$ cat config.mk
export PLATFORM = sky130hd
export DESIGN_NAME = rom_loader
export DESIGN_NICKNAME = d
export VERILOG_FILES = /design/src/rtl/rom_loader.sv
export SDC_FILE = /design/constraint.sdc
export NUM_CORES = 1
export LEC_CHECK = 0
export CORE_ASPECT_RATIO = 0.8
export CORE_UTILIZATION = 25
export CTS_CLUSTER_SIZE = 8
export DETAILED_ROUTE_END_ITERATION = 8
export GPL_ROUTABILITY_DRIVEN = 0
export PLACE_DENSITY_LB_ADDON = 0.15
export SYNTH_ARGS = -nofsm -noshare
export SYNTH_HDL_FRONTEND = slang
export SYNTH_SLANG_ARGS = --single-unit
$ cat constraint.sdc
create_clock -name clk -period 2.5 [get_ports clk]
set_clock_uncertainty 0.05 [all_clocks]
set_input_delay 0.5 -clock clk [delete_from_list [all_inputs] [get_ports clk]]
set_output_delay 0.5 -clock clk [all_outputs]
set_load 0.05 [all_outputs]
$ cat src/rtl/rom_loader.sv
// Streams a host byte image into program memory port A from BASE_ADDR upward, holding the CPU until the load completes.
// Optional build macro ROM_LOADER_CLEAR_EN adds a zero-fill pass over BASE_ADDR..CLEAR_TOP before each load.
module rom_loader #(
  parameter int                 ADDR_W    = 12,
  parameter logic [ADDR_W-1:0]  BASE_ADDR = 12'h200,
  parameter logic [ADDR_W-1:0]  CLEAR_TOP = 12'hFFF
) (
  input  logic              clk,
  input  logic              rst_n,
  input  logic              start,
  input  logic              in_valid,
  input  logic [7:0]        in_data,
  input  logic              in_last,
  output logic              in_ready,
  output logic              mem_en,
  output logic              mem_write,
  output logic [ADDR_W-1:0] mem_addr,
  output logic [7:0]        mem_data,
  output logic              cpu_hold,
  output logic              busy,
  output logic              done,
  output logic              overflow,
  output logic [11:0]       byte_count
);

  typedef enum logic [1:0] {
    S_IDLE  = 2'd0,
`ifdef ROM_LOADER_CLEAR_EN
    S_CLEAR = 2'd1,
`endif
    S_LOAD  = 2'd2,
    S_DONE  = 2'd3
  } state_t;

  localparam logic [ADDR_W-1:0] PTR_END = {ADDR_W{1'b1}};

  state_t            state_q, state_d;
  logic [ADDR_W-1:0] ptr_q, ptr_d;
  logic              full_q, full_d;      // last address already written; further bytes are dropped
  logic              overflow_q, overflow_d;
  logic [11:0]       count_q, count_d;
  logic              mem_en_q, mem_en_d;
  logic              mem_write_q, mem_write_d;
  logic [ADDR_W-1:0] mem_addr_q, mem_addr_d;
  logic [7:0]        mem_data_q, mem_data_d;
  logic              start_ok;
  logic              hs;

  assign start_ok = start && ((state_q == S_IDLE) || (state_q == S_DONE));
  assign hs       = in_valid && in_ready;

  // State register
  always_ff @(posedge clk or negedge rst_n) begin
    if (!rst_n) begin
      state_q <= S_IDLE;
    end else begin
      state_q <= state_d;
    end
  end

  // Next-state logic
  always_comb begin
    state_d = state_q;
    case (state_q)
      S_IDLE, S_DONE: begin
        if (start_ok) begin
`ifdef ROM_LOADER_CLEAR_EN
          state_d = S_CLEAR;
`else
          state_d = S_LOAD;
`endif
        end
      end
`ifdef ROM_LOADER_CLEAR_EN
      S_CLEAR: begin
        if (ptr_q == CLEAR_TOP) state_d = S_LOAD;
      end
`endif
      S_LOAD: begin
        if (hs && in_last) state_d = S_DONE;
      end
      default: state_d = S_IDLE;
    endcase
  end

  // Outputs decoded from state
  always_comb begin
    in_ready = (state_q == S_LOAD);
    done     = (state_q == S_DONE);
    cpu_hold = (state_q != S_DONE);
`ifdef ROM_LOADER_CLEAR_EN
    busy     = (state_q == S_CLEAR) || (state_q == S_LOAD);
`else
    busy     = (state_q == S_LOAD);
`endif
  end

  // Datapath: pointer, counters and the registered memory port
  always_comb begin
    ptr_d       = ptr_q;
    full_d      = full_q;
    overflow_d  = overflow_q;
    count_d     = count_q;
    mem_en_d    = 1'b0;
    mem_write_d = 1'b0;
    mem_addr_d  = mem_addr_q;
    mem_data_d  = mem_data_q;

    if (start_ok) begin
      ptr_d      = BASE_ADDR;
      full_d     = 1'b0;
      overflow_d = 1'b0;
      count_d    = 12'd0;
    end

`ifdef ROM_LOADER_CLEAR_EN
    if (state_q == S_CLEAR) begin
      mem_en_d    = 1'b1;
      mem_write_d = 1'b1;
      mem_addr_d  = ptr_q;
      mem_data_d  = 8'h00;
      ptr_d       = (ptr_q == CLEAR_TOP) ? BASE_ADDR : ptr_q + 1'b1;
    end
`endif

    if ((state_q == S_LOAD) && hs) begin
      if (full_q) begin
        overflow_d = 1'b1;
      end else begin
        mem_en_d    = 1'b1;
        mem_write_d = 1'b1;
        mem_addr_d  = ptr_q;
        mem_data_d  = in_data;
        count_d     = (count_q == 12'hFFF) ? count_q : count_q + 12'd1;
        if (ptr_q == PTR_END) full_d = 1'b1;
        else                  ptr_d  = ptr_q + 1'b1;
      end
    end
  end

  always_ff @(posedge clk or negedge rst_n) begin
    if (!rst_n) begin
      ptr_q       <= BASE_ADDR;
      full_q      <= 1'b0;
      overflow_q  <= 1'b0;
      count_q     <= 12'd0;
      mem_en_q    <= 1'b0;
      mem_write_q <= 1'b0;
      mem_addr_q  <= '0;
      mem_data_q  <= 8'h00;
    end else begin
      ptr_q       <= ptr_d;
      full_q      <= full_d;
      overflow_q  <= overflow_d;
      count_q     <= count_d;
      mem_en_q    <= mem_en_d;
      mem_write_q <= mem_write_d;
      mem_addr_q  <= mem_addr_d;
      mem_data_q  <= mem_data_d;
    end
  end

`ifndef ROM_LOADER_CLEAR_EN
  logic unused_clear_top;
  assign unused_clear_top = ^CLEAR_TOP;
`endif

  assign mem_en     = mem_en_q;
  assign mem_write  = mem_write_q;
  assign mem_addr   = mem_addr_q;
  assign mem_data   = mem_data_q;
  assign overflow   = overflow_q;
  assign byte_count = count_q;

endmodule

## Yosys cells after proc, flatten, opt, wreduce, memory -nomap -nowiden

Index checks and enable logic that the tools add are counted.
Widths: inputs -> output; s select.

- Bits in registers: 49
- Output and inout bits: 39
- Logic and storage cells: 48

- Add/sub/neg operators: 2
- Eq/ne operators: 8
- Muxes and demuxes: 20
- Bitwise operators: 1
- Reductions and logical operators: 9

Operators by type and width:

| operator | count |
|---|---|
| $mux 12 | 8 |
| $add 12x1->12 const B | 2 |
| $eq 12x12->1 const B | 2 |
| $mux 1 | 9 |
| $eq 2x2->1 const B | 2 |
| $logic_and 1x1->1 | 4 |
| $mux 2 | 2 |
| $ne 2x2->1 const B | 2 |
| $pmux 2 s2 | 1 |
| $reduce_and 2->1 | 2 |
| $ne 3x3->1 const B | 1 |
| $logic_not 2->1 | 1 |
| $ne 2x1->1 const B | 1 |
| $reduce_or 2->1 | 1 |
| $logic_or 1x1->1 | 1 |
| $not 1->1 | 1 |

## Longest topological paths before layout

- Depth after elaboration: 7
- Gate-level depth with buffers: 8
- Gate-level depth less buffers: 7

## Worst setup path before layout

OpenSTA, ideal clock, no wires.

- Kind: register to register
- From: register state_q[0]
- To: register ptr_q[11]
- Arrival: 2.077 ns
- Path slack: 0.246 ns
- Stages on the path, launching flop included: 7
- Path buffers: 0
- Period minus slack after synthesis: 2.254 ns
- Cell sequence: dfrtp_1 > inv_1 > ha_1 > nand3b_4 > or4b_1 > o2111ai_1 > o21ai_1

RTL lines:

| item | line | RTL |
|---|---|---|
| from (decl) | 37 | `state_t state_q, state_d;` |
| from (signal assigned) | 57 | `state_q <= state_d;` |
| $eq 2x2->1 * | - |  |
| named net busy | 20 | `output logic busy,` |
| $logic_and 1x1->1 | 50 | `assign hs = in_valid && in_ready;` |
| $logic_and 1x1->1 * | 126 | `if ((state_q == S_LOAD) && hs) begin` |
| $mux 12 * | 126 |  |
| named net ptr_d[11] | 38 | `logic [ADDR_W-1:0] ptr_q, ptr_d;` |
| to (signal assigned) | 152 | `ptr_q <= ptr_d;` |
| to (decl) | 38 |  |

The timed path passes the listed nets; every way through them passes the cells marked *.
A chain may end at the register's enable or synchronous reset.

## Worst setup path after layout

- From: register state_q[1]
- To: output cpu_hold

- Longest elaborated chain between the ends: 1

RTL lines:

| item | line | RTL |
|---|---|---|
| $ne 2x2->1 | 90 | `cpu_hold = (state_q != S_DONE);` |
| to (decl) | 19 | `output logic cpu_hold,` |

Every way passes these cells.

==> parameters.txt <==
Parameter                              Value

Status
  Result of the run    complete, but fails checks
  Violations in the final reports    DRC

Logic synthesis
  Most frequent cells after synthesis    80 x sky130_fd_sc_hd__nand2_1, 48 x sky130_fd_sc_hd__dfrtp_1, 11 x sky130_fd_sc_hd__nand3_1, 11 x sky130_fd_sc_hd__nor2_1, 11 x sky130_fd_sc_hd__nor3_1
  Post-synthesis average cell area    9.280 sq um
  Cell count after synthesis    259
  Area fraction of the dominant cell type after synthesis    49.97%
  Area leader, netlist    sky130_fd_sc_hd__dfrtp_1
  Cell variety after synth    50
  Post-synthesis cell area    0.002404 sq mm
  Number of synthesized flops with an enable pin    0
  Largest cells by area after synthesis    sky130_fd_sc_hd__dfrtp_1 50%, sky130_fd_sc_hd__nand2_1 12%, sky130_fd_sc_hd__ha_1 3.1%
  Post-Syn Nets    278
  Post-synth ARST share    100.0%
  Cell with the most instances after synthesis    sky130_fd_sc_hd__nand2_1
  Yosys warning total    0
  Most instantiated flip-flop cell in the synthesis netlist    sky130_fd_sc_hd__dfrtp_1
  Count of state elements after synthesis    49
  Sequential element share of the synthesized area    51.07%

Critical path
  Data arrival at the endpoint of the critical path    1790 ps
  Critical path class    register to primary output
  R2R Setup Slk    390 ps
  Startpoint class of the critical path    register
  Start of the worst register-to-register path    state_q[0]
  Reg2Reg Depth    6
  Endpoint of the most critical register-to-register path    ptr_q[11]
  Worst setup path endpoint    cpu_hold
  Crit path required time    1950 ps
  Critical Path Sink Type    primary output
  Critical path peak fanout    5
  Start point of the critical path    state_q[1]

Power
  Leakage component of the power    1.420 nW
  Clock share of power    20.8%
  Share of total power in combinational logic    45.7%
  Sw frac    44.88%
  Pint    0.001807 W
  Total Power Consumption    0.003279 W
  Power dissipated by switching net loads    0.001472 W
  Power density over cell area    1028 mW/mm^2
  Maximum ir drop on the vdd rail    0.5504 mV
  Sequential share of power    33.5%

Clock network
  Setup bufs post-CTS    0
  CTS sink cnt    49
  Number of H-tree levels    2
  Cts repair resizes    0
  TritonCTS clock tree    done
  Inserted Clock Buffers    5
  Hold buffer count at cts    0
  Clock transition time at the flip-flop clock pins of the worst setup and hold paths    70 ps
  Source-to-sink clock delay at the later pin of the worst-skew pair    290 ps
  Cell at the root of the clock tree    sky130_fd_sc_hd__clkbuf_16
  CTS Buffer Depth    2

Placement
  Post-placement setup slack    153.3 ps
  Estimated wirelength of the detail-placed design    4047 microns
  Count of buffers from port buffering    51

Route
  Post-DRT Antenna Nets    0
  Vias    2015
  Top layer used by detailed routing    met4
  Drt first pass iters    8
  Violation count after the first detailed-route iteration    122
  Final routed wirelength across all metal layers    5857 microns
  WL met2    2426 microns
  Mean routed wirelength per cell    13.68 microns
  Amount of wire on met3 after detailed routing    277 microns
  Vias per std cell    4.708
  Routed metal-1 wirelength    3106 microns
  Total DRC errors in the routed layout    6

Floorplanning
  Core Box Area    0.009193 sq mm
  Number of placement rows    31
  Horizontal die dimension    111.6 microns
  Initial Utilization    26.15%
  Die height    89.70 microns
  I/O pin count    52
  Overall die area    0.01001 sq mm

Cells and area
  Nets@finish    331
  Total inserted antenna cells    0
  Layout cell share with drive strength beyond 1    8.307%
  Area growth, synth to finish    32.74%
  Utilization of the core after routing    34.71%

Hold path
  Min-delay worst type    input pin to asynchronous set/reset pin

Timing
  Post-route minimum period    2335 ps
  Number of setup violations in the final report    0
  Number of pins with negative max-slew slack in the final report    0
  Headroom to the max-slew limit    61.89%
  Endpoints failing hold    0
  Pin slew with the least headroom to its limit    571.7 ps
  PnR worst setup slack    164.7 ps
  Unrepaired setup endpoints after global routing    no
  Worst hold-check slack    153.2 ps
  Period utilisation layout    93.41%
  Achievable Freq    428.2 MHz
  Aggregate negative setup slack    0 ps

Global route
  Global-route wire length before repair    10070 microns
  Overall routing resource usage    12.44%
  Via count of the first global-routing pass    1986
  Total congestion overflow after global routing    0
  Largest net degree at the start of global routing    27
  Antenna violations before repair    0

Flow run
  Max-capacitance violation count    0
-- worst max-delay path, stage by stage (launching register included) --
cell,delay [ps]
sky130_fd_sc_hd__dfrtp_1,440
sky130_fd_sc_hd__ha_1,220
sky130_fd_sc_hd__inv_1,50
sky130_fd_sc_hd__clkdlybuf4s50_1,790
-- how the worst min path moves through the flow --
| stage | startpoint | to | slack [ps] | cells after the start |
|---|---|---|---|---|
| global placement | mem_addr[6] | mem_addr[6] | 410 | 2 |
| detailed placement | mem_addr[4] | mem_addr[4] | 410 | 2 |
| CTS | rst_n | ptr_q[2] | 180 | 1 |
| global route | rst_n | mem_addr[1] | 200 | 1 |
| finish | rst_n | mem_addr[0] | 150 | 1 |
| floorplan | rst_n | byte_count[0] | 150 | 0 |
-- power groups by stage --
| stage | Sequential [W] | Clock [W] | Combinational, W |
|---|---|---|---|
| 2_1_floorplan | 0.00155 | 0 | 0.000573 |
| 3_3_place_gp | 0.00111 | 0 | 0.00151 |
| 3_5_place_dp | 0.00111 | 0 | 0.00151 |
| 4_1_cts | 0.00110 | 0.000711 | 0.00152 |
| 5_1_grt | 0.00113 | 0.000739 | 0.00161 |
| 6_report | 0.00110 | 0.000681 | 0.00150 |
-- metal layers --
layer	vias up	global-route usage, %
met2	55	18.06
li1	1016	-
met5	-	0
met4	0	3.604
met1	939	18.12
met3	5	3.034
-- layout make-up --
cell class	count	area [sq um]
tap	115	143.9
timing repair buffer	56	550.5
sequential	49	1227
inverter	6	22.52
multi-input combinational	194	1100
clock buffer	5	125.1
clock inverter	3	21.27
fill	966	6002
-- cells in the final DEF, fill, tap and decap left out, types with 6 or more instances in the layout --
cell type                         Yosys  routed
sky130_fd_sc_hd__buf_4                2       6
sky130_fd_sc_hd__o21ai_0              9       9
sky130_fd_sc_hd__inv_1                6       6
sky130_fd_sc_hd__clkdlybuf4s50_1      0      48
sky130_fd_sc_hd__nor2_1              11      11
sky130_fd_sc_hd__nor3_1              11      11
sky130_fd_sc_hd__a21oi_1              6       6
sky130_fd_sc_hd__dfrtp_1             48      48
sky130_fd_sc_hd__ha_1                 6       6
sky130_fd_sc_hd__nand3_1             11      11
sky130_fd_sc_hd__nand2_1             80      80
-- flip-flops by register name (all words and copies together) (netlist names) --
register / cells
byte_count: 12
state_q: 2
mem_addr: 12
overflow: 1
full_q: 1
mem_data: 8
mem_write: 1
ptr_q: 12
-- logic make-up (layout without fill, tap and decap cells) --
family	count (synthesis)	in the layout	synth area share (%)
DFF	49	49	51.07
and+or+nand+nor	139	139	27.33
adders and majority gates	6	6	3.123
xor gates and xnor gates	3	3	1.093
muxes	5	5	2.134
buffers and inverters	16	70	3.175
AOI/OAI and AO/OA	41	41	12.08
-- per-stage QoR --
| step | instance area, sq um | instances |
|---|---|---|
| after global placement | 3044 | 420 |
| after CTS | 3191 | 428 |
| after global routing | 3191 | 428 |
| after floorplan | 2404 | 259 |
| after detailed placement | 3044 | 420 |
| final | 3191 | 428 |
No activity file was read; power rests on OpenSTA's default activity.
